### src/rtl/plb_wr_arbiter_if.sv
// ---------------------------------------------------------------------------
// plb_wr_arbiter_if
// Bundles the two framebuffer write clients and the PLB master IPIF write
// channel into one connection.
//   c0_* / c1_*  : client request, address, data, byte enables, plus the
//                  per-client grant / done / error strobes.
//   IP2Bus_*     : arbiter-driven IPIF command and data signals.
//   Bus2IP_*     : IPIF status returned to the arbiter.
// Modports:
//   master : the arbiter side (drives strobes and IP2Bus_*).
//   slave  : the environment side (drives client requests and Bus2IP_*).
// ---------------------------------------------------------------------------
interface plb_wr_arbiter_if #(
   parameter int C_MST_AWIDTH = 32,
   parameter int C_MST_DWIDTH = 32
);
   // client 0: rasterizer pixel writer
   logic                      c0_req;
   logic [C_MST_AWIDTH-1:0]   c0_addr;
   logic [C_MST_DWIDTH-1:0]   c0_data;
   logic [C_MST_DWIDTH/8-1:0] c0_be;
   logic                      c0_gnt;
   logic                      c0_done;
   logic                      c0_err;
   // client 1: clear/fill engine
   logic                      c1_req;
   logic [C_MST_AWIDTH-1:0]   c1_addr;
   logic [C_MST_DWIDTH-1:0]   c1_data;
   logic [C_MST_DWIDTH/8-1:0] c1_be;
   logic                      c1_gnt;
   logic                      c1_done;
   logic                      c1_err;
   // IPIF master write channel
   logic                      IP2Bus_MstRd_Req;
   logic                      IP2Bus_MstWr_Req;
   logic [C_MST_AWIDTH-1:0]   IP2Bus_Mst_Addr;
   logic [C_MST_DWIDTH/8-1:0] IP2Bus_Mst_BE;
   logic [C_MST_DWIDTH-1:0]   IP2Bus_MstWr_d;
   logic                      IP2Bus_Mst_Lock;
   logic                      IP2Bus_Mst_Reset;
   logic                      Bus2IP_Mst_CmdAck;
   logic                      Bus2IP_Mst_Cmplt;
   logic                      Bus2IP_Mst_Error;
   logic                      Bus2IP_Mst_Cmd_Timeout;

   modport master (
      input  c0_req, c0_addr, c0_data, c0_be,
      input  c1_req, c1_addr, c1_data, c1_be,
      output c0_gnt, c0_done, c0_err,
      output c1_gnt, c1_done, c1_err,
      output IP2Bus_MstRd_Req, IP2Bus_MstWr_Req, IP2Bus_Mst_Addr,
      output IP2Bus_Mst_BE, IP2Bus_MstWr_d, IP2Bus_Mst_Lock, IP2Bus_Mst_Reset,
      input  Bus2IP_Mst_CmdAck, Bus2IP_Mst_Cmplt, Bus2IP_Mst_Error,
      input  Bus2IP_Mst_Cmd_Timeout
   );

   modport slave (
      output c0_req, c0_addr, c0_data, c0_be,
      output c1_req, c1_addr, c1_data, c1_be,
      input  c0_gnt, c0_done, c0_err,
      input  c1_gnt, c1_done, c1_err,
      input  IP2Bus_MstRd_Req, IP2Bus_MstWr_Req, IP2Bus_Mst_Addr,
      input  IP2Bus_Mst_BE, IP2Bus_MstWr_d, IP2Bus_Mst_Lock, IP2Bus_Mst_Reset,
      output Bus2IP_Mst_CmdAck, Bus2IP_Mst_Cmplt, Bus2IP_Mst_Error,
      output Bus2IP_Mst_Cmd_Timeout
   );
endinterface

### src/rtl/plb_wr_arbiter.sv
// ---------------------------------------------------------------------------
// plb_wr_arbiter
// Round-robin arbiter sharing the PLB master IPIF write channel between the
// rasterizer pixel writer (client 0) and the clear/fill engine (client 1).
// Each grant issues one single-beat write, tracked through command
// acknowledge and completion. Bus errors, command time-outs and a local
// acknowledge time-out abort the write and pulse IP2Bus_Mst_Reset.
// Ports:
//   PLB_clk : sole clock, rising edge
//   reset_n : synchronous active-low reset
//   bus     : plb_wr_arbiter_if master modport (client strobes + IPIF)
// Parameters:
//   C_MST_AWIDTH / C_MST_DWIDTH : IPIF address / data width
//   ACK_TIMEOUT : cycles allowed from issue to completion before abort
//   RST_CYCLES  : length of the IPIF master reset pulse (>= 1)
// ---------------------------------------------------------------------------
module plb_wr_arbiter #(
   parameter int C_MST_AWIDTH = 32,
   parameter int C_MST_DWIDTH = 32,
   parameter int ACK_TIMEOUT  = 255,
   parameter int RST_CYCLES   = 2
) (
   input  logic             PLB_clk,
   input  logic             reset_n,
   plb_wr_arbiter_if.master bus
);
   localparam int TW = $clog2(ACK_TIMEOUT + 1);
   localparam int RW = (RST_CYCLES > 1) ? $clog2(RST_CYCLES) : 1;
   localparam logic [TW-1:0] T_MAX  = TW'(ACK_TIMEOUT);
   localparam logic [RW-1:0] R_LAST = RW'(RST_CYCLES - 1);

   typedef enum logic [1:0] {IDLE, ISSUE, WAIT_CMPLT, RECOVER} state_t;

   state_t        state_reg;
   logic          owner_reg;   // client owning the write in flight
   logic          last_reg;    // most recent winner, loses the next tie
   logic [TW-1:0] tcnt_reg;    // cycles spent in ISSUE/WAIT_CMPLT
   logic [RW-1:0] rcnt_reg;    // cycles spent in RECOVER

   logic          any_req;
   logic          win;
   logic          bus_fault;
   logic          t_expired;
   logic [TW-1:0] tcnt_inc;

   assign any_req   = bus.c0_req | bus.c1_req;
   assign bus_fault = bus.Bus2IP_Mst_Error | bus.Bus2IP_Mst_Cmd_Timeout;
   assign t_expired = (tcnt_reg == T_MAX);
   assign tcnt_inc  = t_expired ? tcnt_reg : tcnt_reg + TW'(1);

   // On a tie the client that did not win last time takes the channel.
   always_comb begin
      win = bus.c1_req;
      if (bus.c0_req && bus.c1_req) begin
         win = ~last_reg;
      end
   end

   // Read channel and bus lock are never used by this master.
   assign bus.IP2Bus_MstRd_Req = 1'b0;
   assign bus.IP2Bus_Mst_Lock  = 1'b0;

   always_ff @(posedge PLB_clk) begin
      if (!reset_n) begin
         state_reg            <= IDLE;
         owner_reg            <= 1'b0;
         last_reg             <= 1'b1;
         tcnt_reg             <= '0;
         rcnt_reg             <= '0;
         bus.c0_gnt           <= 1'b0;
         bus.c1_gnt           <= 1'b0;
         bus.c0_done          <= 1'b0;
         bus.c1_done          <= 1'b0;
         bus.c0_err           <= 1'b0;
         bus.c1_err           <= 1'b0;
         bus.IP2Bus_MstWr_Req <= 1'b0;
         bus.IP2Bus_Mst_Addr  <= '0;
         bus.IP2Bus_Mst_BE    <= '0;
         bus.IP2Bus_MstWr_d   <= '0;
         bus.IP2Bus_Mst_Reset <= 1'b0;
      end else begin
         // strobes are single-cycle unless re-asserted below
         bus.c0_gnt  <= 1'b0;
         bus.c1_gnt  <= 1'b0;
         bus.c0_done <= 1'b0;
         bus.c1_done <= 1'b0;
         bus.c0_err  <= 1'b0;
         bus.c1_err  <= 1'b0;

         case (state_reg)
            IDLE: begin
               if (any_req) begin
                  if (win) begin
                     bus.IP2Bus_Mst_Addr <= bus.c1_addr;
                     bus.IP2Bus_MstWr_d  <= bus.c1_data;
                     bus.IP2Bus_Mst_BE   <= bus.c1_be;
                     bus.c1_gnt          <= 1'b1;
                  end else begin
                     bus.IP2Bus_Mst_Addr <= bus.c0_addr;
                     bus.IP2Bus_MstWr_d  <= bus.c0_data;
                     bus.IP2Bus_Mst_BE   <= bus.c0_be;
                     bus.c0_gnt          <= 1'b1;
                  end
                  owner_reg            <= win;
                  last_reg             <= win;
                  tcnt_reg             <= '0;
                  bus.IP2Bus_MstWr_Req <= 1'b1;
                  state_reg            <= ISSUE;
               end
            end

            ISSUE: begin
               tcnt_reg <= tcnt_inc;
               if (bus_fault) begin
                  bus.IP2Bus_MstWr_Req <= 1'b0;
                  bus.IP2Bus_Mst_Reset <= 1'b1;
                  bus.c0_err           <= ~owner_reg;
                  bus.c1_err           <= owner_reg;
                  rcnt_reg             <= '0;
                  state_reg            <= RECOVER;
               end else if (bus.Bus2IP_Mst_CmdAck && bus.Bus2IP_Mst_Cmplt) begin
                  bus.IP2Bus_MstWr_Req <= 1'b0;
                  bus.c0_done          <= ~owner_reg;
                  bus.c1_done          <= owner_reg;
                  state_reg            <= IDLE;
               end else if (bus.Bus2IP_Mst_CmdAck) begin
                  bus.IP2Bus_MstWr_Req <= 1'b0;
                  state_reg            <= WAIT_CMPLT;
               end else if (t_expired) begin
                  bus.IP2Bus_MstWr_Req <= 1'b0;
                  bus.IP2Bus_Mst_Reset <= 1'b1;
                  bus.c0_err           <= ~owner_reg;
                  bus.c1_err           <= owner_reg;
                  rcnt_reg             <= '0;
                  state_reg            <= RECOVER;
               end
            end

            WAIT_CMPLT: begin
               tcnt_reg <= tcnt_inc;
               if (bus_fault || (!bus.Bus2IP_Mst_Cmplt && t_expired)) begin
                  bus.IP2Bus_Mst_Reset <= 1'b1;
                  bus.c0_err           <= ~owner_reg;
                  bus.c1_err           <= owner_reg;
                  rcnt_reg             <= '0;
                  state_reg            <= RECOVER;
               end else if (bus.Bus2IP_Mst_Cmplt) begin
                  bus.c0_done <= ~owner_reg;
                  bus.c1_done <= owner_reg;
                  state_reg   <= IDLE;
               end
            end

            RECOVER: begin
               // Mst_Reset was raised on entry; hold it RST_CYCLES cycles.
               if (rcnt_reg == R_LAST) begin
                  bus.IP2Bus_Mst_Reset <= 1'b0;
                  state_reg            <= IDLE;
               end else begin
                  rcnt_reg <= rcnt_reg + RW'(1);
               end
            end

            default: begin
               state_reg <= IDLE;
            end
         endcase
      end
   end
endmodule

### src/flat_wrapper.sv
// flat-port wrapper written by rule: the top's interface ports become plain ports
module plb_wr_arbiter_flat 
#(
   parameter int C_MST_AWIDTH = 32,
   parameter int C_MST_DWIDTH = 32,
   parameter int ACK_TIMEOUT  = 255,
   parameter int RST_CYCLES   = 2
)
  (PLB_clk, reset_n, bus_c0_req, bus_c0_addr, bus_c0_data, bus_c0_be, bus_c1_req, bus_c1_addr, bus_c1_data, bus_c1_be, bus_c0_gnt, bus_c0_done, bus_c0_err, bus_c1_gnt, bus_c1_done, bus_c1_err, bus_IP2Bus_MstRd_Req, bus_IP2Bus_MstWr_Req, bus_IP2Bus_Mst_Addr, bus_IP2Bus_Mst_BE, bus_IP2Bus_MstWr_d, bus_IP2Bus_Mst_Lock, bus_IP2Bus_Mst_Reset, bus_Bus2IP_Mst_CmdAck, bus_Bus2IP_Mst_Cmplt, bus_Bus2IP_Mst_Error, bus_Bus2IP_Mst_Cmd_Timeout);
  plb_wr_arbiter_if #(.C_MST_AWIDTH(C_MST_AWIDTH), .C_MST_DWIDTH(C_MST_DWIDTH)) bus_i ();
  input  logic PLB_clk;
  input  logic reset_n;
  input wire logic [$bits(bus_i.c0_req)-1:0] bus_c0_req;
  input wire logic [$bits(bus_i.c0_addr)-1:0] bus_c0_addr;
  input wire logic [$bits(bus_i.c0_data)-1:0] bus_c0_data;
  input wire logic [$bits(bus_i.c0_be)-1:0] bus_c0_be;
  input wire logic [$bits(bus_i.c1_req)-1:0] bus_c1_req;
  input wire logic [$bits(bus_i.c1_addr)-1:0] bus_c1_addr;
  input wire logic [$bits(bus_i.c1_data)-1:0] bus_c1_data;
  input wire logic [$bits(bus_i.c1_be)-1:0] bus_c1_be;
  output wire logic [$bits(bus_i.c0_gnt)-1:0] bus_c0_gnt;
  output wire logic [$bits(bus_i.c0_done)-1:0] bus_c0_done;
  output wire logic [$bits(bus_i.c0_err)-1:0] bus_c0_err;
  output wire logic [$bits(bus_i.c1_gnt)-1:0] bus_c1_gnt;
  output wire logic [$bits(bus_i.c1_done)-1:0] bus_c1_done;
  output wire logic [$bits(bus_i.c1_err)-1:0] bus_c1_err;
  output wire logic [$bits(bus_i.IP2Bus_MstRd_Req)-1:0] bus_IP2Bus_MstRd_Req;
  output wire logic [$bits(bus_i.IP2Bus_MstWr_Req)-1:0] bus_IP2Bus_MstWr_Req;
  output wire logic [$bits(bus_i.IP2Bus_Mst_Addr)-1:0] bus_IP2Bus_Mst_Addr;
  output wire logic [$bits(bus_i.IP2Bus_Mst_BE)-1:0] bus_IP2Bus_Mst_BE;
  output wire logic [$bits(bus_i.IP2Bus_MstWr_d)-1:0] bus_IP2Bus_MstWr_d;
  output wire logic [$bits(bus_i.IP2Bus_Mst_Lock)-1:0] bus_IP2Bus_Mst_Lock;
  output wire logic [$bits(bus_i.IP2Bus_Mst_Reset)-1:0] bus_IP2Bus_Mst_Reset;
  input wire logic [$bits(bus_i.Bus2IP_Mst_CmdAck)-1:0] bus_Bus2IP_Mst_CmdAck;
  input wire logic [$bits(bus_i.Bus2IP_Mst_Cmplt)-1:0] bus_Bus2IP_Mst_Cmplt;
  input wire logic [$bits(bus_i.Bus2IP_Mst_Error)-1:0] bus_Bus2IP_Mst_Error;
  input wire logic [$bits(bus_i.Bus2IP_Mst_Cmd_Timeout)-1:0] bus_Bus2IP_Mst_Cmd_Timeout;
  assign bus_i.c0_req = bus_c0_req;
  assign bus_i.c0_addr = bus_c0_addr;
  assign bus_i.c0_data = bus_c0_data;
  assign bus_i.c0_be = bus_c0_be;
  assign bus_i.c1_req = bus_c1_req;
  assign bus_i.c1_addr = bus_c1_addr;
  assign bus_i.c1_data = bus_c1_data;
  assign bus_i.c1_be = bus_c1_be;
  assign bus_c0_gnt = bus_i.c0_gnt;
  assign bus_c0_done = bus_i.c0_done;
  assign bus_c0_err = bus_i.c0_err;
  assign bus_c1_gnt = bus_i.c1_gnt;
  assign bus_c1_done = bus_i.c1_done;
  assign bus_c1_err = bus_i.c1_err;
  assign bus_IP2Bus_MstRd_Req = bus_i.IP2Bus_MstRd_Req;
  assign bus_IP2Bus_MstWr_Req = bus_i.IP2Bus_MstWr_Req;
  assign bus_IP2Bus_Mst_Addr = bus_i.IP2Bus_Mst_Addr;
  assign bus_IP2Bus_Mst_BE = bus_i.IP2Bus_Mst_BE;
  assign bus_IP2Bus_MstWr_d = bus_i.IP2Bus_MstWr_d;
  assign bus_IP2Bus_Mst_Lock = bus_i.IP2Bus_Mst_Lock;
  assign bus_IP2Bus_Mst_Reset = bus_i.IP2Bus_Mst_Reset;
  assign bus_i.Bus2IP_Mst_CmdAck = bus_Bus2IP_Mst_CmdAck;
  assign bus_i.Bus2IP_Mst_Cmplt = bus_Bus2IP_Mst_Cmplt;
  assign bus_i.Bus2IP_Mst_Error = bus_Bus2IP_Mst_Error;
  assign bus_i.Bus2IP_Mst_Cmd_Timeout = bus_Bus2IP_Mst_Cmd_Timeout;
  plb_wr_arbiter #(.C_MST_AWIDTH(C_MST_AWIDTH), .C_MST_DWIDTH(C_MST_DWIDTH), .ACK_TIMEOUT(ACK_TIMEOUT), .RST_CYCLES(RST_CYCLES)) u_core (.PLB_clk(PLB_clk), .reset_n(reset_n), .bus(bus_i));
endmodule
### config.mk
export PLATFORM = sky130hd
export DESIGN_NAME = plb_wr_arbiter_flat
export DESIGN_NICKNAME = d
export VERILOG_FILES = /design/src/rtl/plb_wr_arbiter_if.sv /design/src/rtl/plb_wr_arbiter.sv /design/src/flat_wrapper.sv
export SDC_FILE = /design/constraint.sdc
export NUM_CORES = 1
export LEC_CHECK = 0
export CELL_PAD_IN_SITES_DETAIL_PLACEMENT = 0
export CELL_PAD_IN_SITES_GLOBAL_PLACEMENT = 1
export CORE_MARGIN = 3
export CORE_UTILIZATION = 25
export CTS_BUF_LIST = sky130_fd_sc_hd__clkbuf_8
export CTS_CLUSTER_DIAMETER = 50
export DETAILED_ROUTE_END_ITERATION = 8
export GPL_TIMING_DRIVEN = 1
export HOLD_SLACK_MARGIN = 0.05
export PLACE_DENSITY_LB_ADDON = 0.1
export SYNTH_ARGS = -nofsm -noshare
export SYNTH_HDL_FRONTEND = slang
export SYNTH_SLANG_ARGS = --single-unit
### constraint.sdc
create_clock -name PLB_clk -period 1.8 [get_ports PLB_clk]
set_clock_uncertainty 0.05 [all_clocks]
set_input_delay 0.36 -clock PLB_clk [delete_from_list [all_inputs] [get_ports PLB_clk]]
set_output_delay 0.36 -clock PLB_clk [all_outputs]
set_load 0.01 [all_outputs]
After elaboration in Yosys (flattened, before gate mapping) --
Index checks and enable logic that the tools add are counted.
Word-level totals: logic and storage cells 111, output and inout port bits 78, input port bits 144, register bits 89
Cells by class: reduce and logical (&&, ||, !) cells 17, equality and inequality tests 13, multiplexer cells 59, bitwise operators 4, add/sub/neg operators 2
Operator list (number):
- 32-bit 2-to-1 mux | 2
- 1-bit 2-to-1 mux | 37
- 2-bit 2-to-1 mux | 8
- 8-bit 2-to-1 mux | 2
- 8-bit case mux with 2 select lines | 1
- 1-bit case mux with 2 select lines | 5
- 3-bit by 2-bit != test with 1-bit output (second input constant) | 3
- 3-bit AND reduction | 3
- 8-bit by 1-bit adder with 8-bit output (second input constant) | 1
- 8-bit equality test (second input constant) | 1
- 2-bit case mux with 4 select lines | 1
- 2-bit by 1-bit != test with 1-bit output (second input constant) | 3
- 1-bit case mux with 3 select lines | 2
- 6-bit AND reduction | 1
- 5-bit by 2-bit != test with 1-bit output (second input constant) | 1
- 5-bit AND reduction | 1
- 2-bit equality test (second input constant) | 2
- 4-bit 2-to-1 mux | 1
- 4-bit AND reduction | 1
- 2-bit nonzero test | 2
- 1-bit logical AND | 3
- 3-bit by 1-bit != test with 1-bit output (second input constant) | 1
- 3-bit nonzero test | 1
- 2-bit by 1-bit equality test with 1-bit output (second input constant) | 1
- other kinds (9) | 11

Longest topological paths before layout --
word-level depth 6, depth in mapped cells 9, gate-level depth less buffers 7

Least setup slack after synthesis --
OpenSTA, ideal clock, no wires.
path type register to register, from reg u_core.state_reg[0], to reg u_core.tcnt_reg[7], path slack 25 ps, clock period less this slack 1775 ps, cell stages (with the launch flop) 9, library setup time 70 ps, arrival 1654 ps, cells stage by stage dfxtp_1 -> inv_1 -> ha_1 -> buf_6 -> or3b_1 -> o21a_2 -> nand4_2 -> or3_1 -> a21oi_1
Between the ends: longest elaborated chain between the ends 4, elaborated cells between the ends (all ways) 9, classes of those cells 4 x eq/ne; 1 x mux; 4 x reduce/logical
RTL lines:
- from (decl) | RTL line plb_wr_arbiter.sv:34 | state_t state_reg;
- from (signal assigned) | RTL line plb_wr_arbiter.sv:65 | state_reg <= IDLE;
- from (signal assigned) | RTL line plb_wr_arbiter.sv:108 | state_reg <= ISSUE;
- from (signal assigned) | RTL line plb_wr_arbiter.sv:120 | state_reg <= RECOVER;
- 2-bit by 1-bit equality test with 1-bit output or 2-bit equality test (tied branches) | RTL line plb_wr_arbiter.sv:90 | case (state_reg)
- 2-bit OR reduction (no line)
- 2-bit != test (no line) or 2-bit nonzero test (tied branches)
- 3-bit AND reduction (no line)
- to (signal assigned) | RTL line plb_wr_arbiter.sv:113 | tcnt_reg <= tcnt_inc;
- to (signal assigned) | RTL line plb_wr_arbiter.sv:140 | tcnt_reg <= tcnt_inc;
- to (decl) | RTL line plb_wr_arbiter.sv:37 | logic [TW-1:0] tcnt_reg;
Parallel ways exist; a longest one is shown, timed or not. A chain may end at the register's enable or synchronous reset.

Final worst setup path --
from reg u_core.tcnt_reg[1], to reg u_core.rcnt_reg
Between the ends: longest elaborated chain between the ends 5, elaborated cells between the ends (all ways) 6, classes of those cells 3 x eq/ne; 3 x reduce/logical
RTL lines:
- 8-bit equality test * | RTL line plb_wr_arbiter.sv:48 | assign t_expired = (tcnt_reg == T_MAX);
- 1-bit logical AND | RTL line plb_wr_arbiter.sv:141 | if (bus_fault || (!bus.Bus2IP_Mst_Cmplt && t_expired)) begin
- 1-bit logical OR | RTL line plb_wr_arbiter.sv:141
- 2-bit by 1-bit != test with 1-bit output (no line)
- 5-bit AND reduction (no line) *
- to (signal assigned) | RTL line plb_wr_arbiter.sv:160 | rcnt_reg <= rcnt_reg + RW'(1);
- to (decl) | RTL line plb_wr_arbiter.sv:38 | logic [RW-1:0] rcnt_reg;
Every way passes the cells marked *; elsewhere a longest branch is shown, timed or not.

==> run_results.csv <==
group,metric,value,unit
cells_and_area,area_growth,78.24,%
sta,setup_ws,0.07462,ns
sta,finalCriticalPeriod,1.725,ns
yosys,netlist_area,0.003772,sq mm
placed_design,post-place-ws,-0.3428,ns
yosys,ys_warn_count,0,
sta,setup_viol,0,
clock_tree,htreeDepth,3,
yosys,ys_seq_area_share,47.23,%
floorplanning,start_util,25.76,%
drt,vias_per_cell,4.767,
cells_and_area,final_cell_mix,"218 x clkdlybuf4s50_1, 88 x dfxtp_1, 56 x inv_1",
clock_tree,cts_root_buffer,"clkbuf_8",
yosys,synthFlopType,"dfxtp_1",
critical_path,crit_required,1.99,ns
hold_path,hold_class,"register to register",
global_routing,grt_first_pass_wirelength,19370,microns
drt,drt_wl_total,12940,microns
yosys,synth_area_leaders,"dfxtp_1 47%, a222oi_1 12%, mux2i_1 5.8%",
floorplanning,die_w,128.8,microns
critical_path,worstPathArrival,1.92,ns
sta,period_share,95.85,%
global_routing,grt_max_degree,45,
pwr,power,8.416,mW
global_routing,overflow,0,
drt,ant_nets,0,
pwr,ir_drop,643.7,uV
cells_and_area,drive_above_1_share,11.96,%
floorplanning,dieArea,0.01660,sq mm
floorplanning,pin_count,222,
global_routing,grt_pass1_vias,3906,
clock_tree,cts.sinks,89,
placed_design,gp_congestion,0.7902,
drt,first_pass_iters,7,
drt,drt-initial-drc-count,257,
cells_and_area,fin_nets,771,
sta,max_clock_freq,0.5796,GHz
cells_and_area,fillCellCount,1393,
clock_tree,insertion_delay,0.36,ns
sta,slew_violations,0,
status,status,"completed",
clock_tree,numCtsBuffers,9,
cells_and_area,final_common_cell,"clkdlybuf4s50_1",
yosys,yosysTopAreaCell,"dfxtp_1",
flow_run,maxCapViolCount,0,
yosys,synth.distinct_cells,49,
hold_path,min_from,"u_core.bus.IP2Bus_MstWr_d[27]$_SDFFE_PN0P_",
global_routing,top_usage_layer,"met2",
drt,post_drt_wl_per_cell,15.94,microns
critical_path,cp-end-kind,"register",
floorplanning,core-area,0.01464,sq mm
yosys,synth_area_per_cell,9.980,sq um
critical_path,critical_path.startpoint_type,"register",
floorplanning,rows,44,
sta,rsz0062_at_grt,"yes",
sta,finalHoldViolCount,0,
global_routing,grt_usage,14.71,%
global_routing,antenna_found_initial,0,
placed_design,dp.final_hpwl,9642,microns
placed_design,numPortBuffers,219,
yosys,synth_seq_cells,89,
critical_path,r2r_setup_slack,0.07,ns
clock_tree,clk_pin_slew,0.09,ns
critical_path,cp-startpoint,"u_core.tcnt_reg[1]$_SDFFE_PN0P_",
global_routing,use_met3,5.687,%
critical_path,cp_max_fo,6,
drt,vias,3871,
pwr,p_per_area,1252,mW/mm^2
yosys,postSynth.asyncResetShare,0,%
floorplanning,dieHeight,128.8,microns
clock_tree,cts_tree,"built",
yosys,synth_edf_count,0,
clock_tree,cts_buffer_depth,2,
critical_path,critPathKind,"register to register",
yosys,synth_top_area_share,47.23,%
pwr,power.static_leakage,3.064,nW
global_routing,met2_usage,24.97,%
global_routing,met1_usage,16.51,%
yosys,synthCells,378,
critical_path,r2r_start,"u_core.tcnt_reg[1]$_SDFFE_PN0P_",
drt,drc,0,
==> per-stage QoR <==
step	TNS, ns	area, sq um	hold WS (ns)	util (%)	std cells
after global routing	-0.03674	6721	0.4523	45.90	811
after global placement	-15.17	6430	0.3946	43.91	793
after floorplan	0	3776	0.3896	-	379
after detailed placement	-18.12	6430	0.4032	43.91	793
final	0	6724	0.4228	45.92	812
after CTS	0	6644	0.4263	45.37	809
==> layer usage <==
metal	wire length (microns)	share of wire, %
met5	0	0
met4	239	1.8
met3	1345	10
met2	6069	47
met1	5288	41
==> critical path, stage by stage, from the launching register on <==
cell and delay, ns:
dfxtp_1 0.35, ha_1 0.19, and4_4 0.28, nand2_4 0.10, a311oi_4 0.35, nor2_1 0.09, a31o_2 0.21
==> path summary, 6_finish.rpt <==
check	endpoint	depth (start not counted)
worst min-delay path	u_core.bus.IP2Bus_MstWr_d[27]$_SDFFE_PN0P_	2
worst min register to register	u_core.bus.IP2Bus_MstWr_d[27]$_SDFFE_PN0P_	2
worst max-delay path	u_core.rcnt_reg$_SDFFE_PN0P_	6
worst max register to register	u_core.rcnt_reg$_SDFFE_PN0P_	6
==> cell families after synthesis <==
group | after synthesis | synth area share, %
compound gates | 103 | 24.41
xor+xnor | 5 | 1.161
fa+ha+maj | 5 | 1.658
buf+inv | 81 | 9.817
flops | 89 | 47.23
mux | 22 | 5.837
other cells | 1 | 0.09941
simple gates | 72 | 9.785
==> cell type report <==
| class | count | area, sq um | area share (%) |
|---|---|---|---|
| multi-input combinational | 209 | 1713 | 25.47 |
| antenna | 1 | 2.502 | 0.03722 |
| clock inverter | 6 | 51.30 | 0.7629 |
| clock buffer | 10 | 137.6 | 2.047 |
| tap | 184 | 230.2 | 3.424 |
| inverter | 53 | 198.9 | 2.959 |
| sequential | 89 | 1783 | 26.52 |
| timing repair buffer | 260 | 2608 | 38.78 |
==> synthesized netlist by cell type (all sizes together) (2+ instances only) <==
master	instances
dfxtp	89
inv	53
a222oi	46
nand2	34
buf	22
mux2i	22
o211a	22
nor2	10
o21ai	10
a21oi	8
clkbuf	6
nand3	6
and3	5
ha	5
xor2	5
nand4	4
a21boi	3
nor3	3
a2111oi	2
a21o	2
a311oi	2
a31o	2
a31oi	2
and2	2
or3b	2
==> where the power goes <==
group          switching, mW  internal, mW  total (mW)
Clock                  0.699         0.662        1.36
Sequential             0.312          2.56        2.87
Combinational           1.84          2.35        4.19
==> repair_timing <==
action | 4_1_cts | 5_1_grt
hold buffers | 0 | 0
endpoints found under the setup margin | 4 | 44
pin swaps | 0 | 3
buffers inserted | 0 | 1
gates resized for setup | 5 | 10
cloned | 0 | 1
Power figures use the tool's default switching activity.
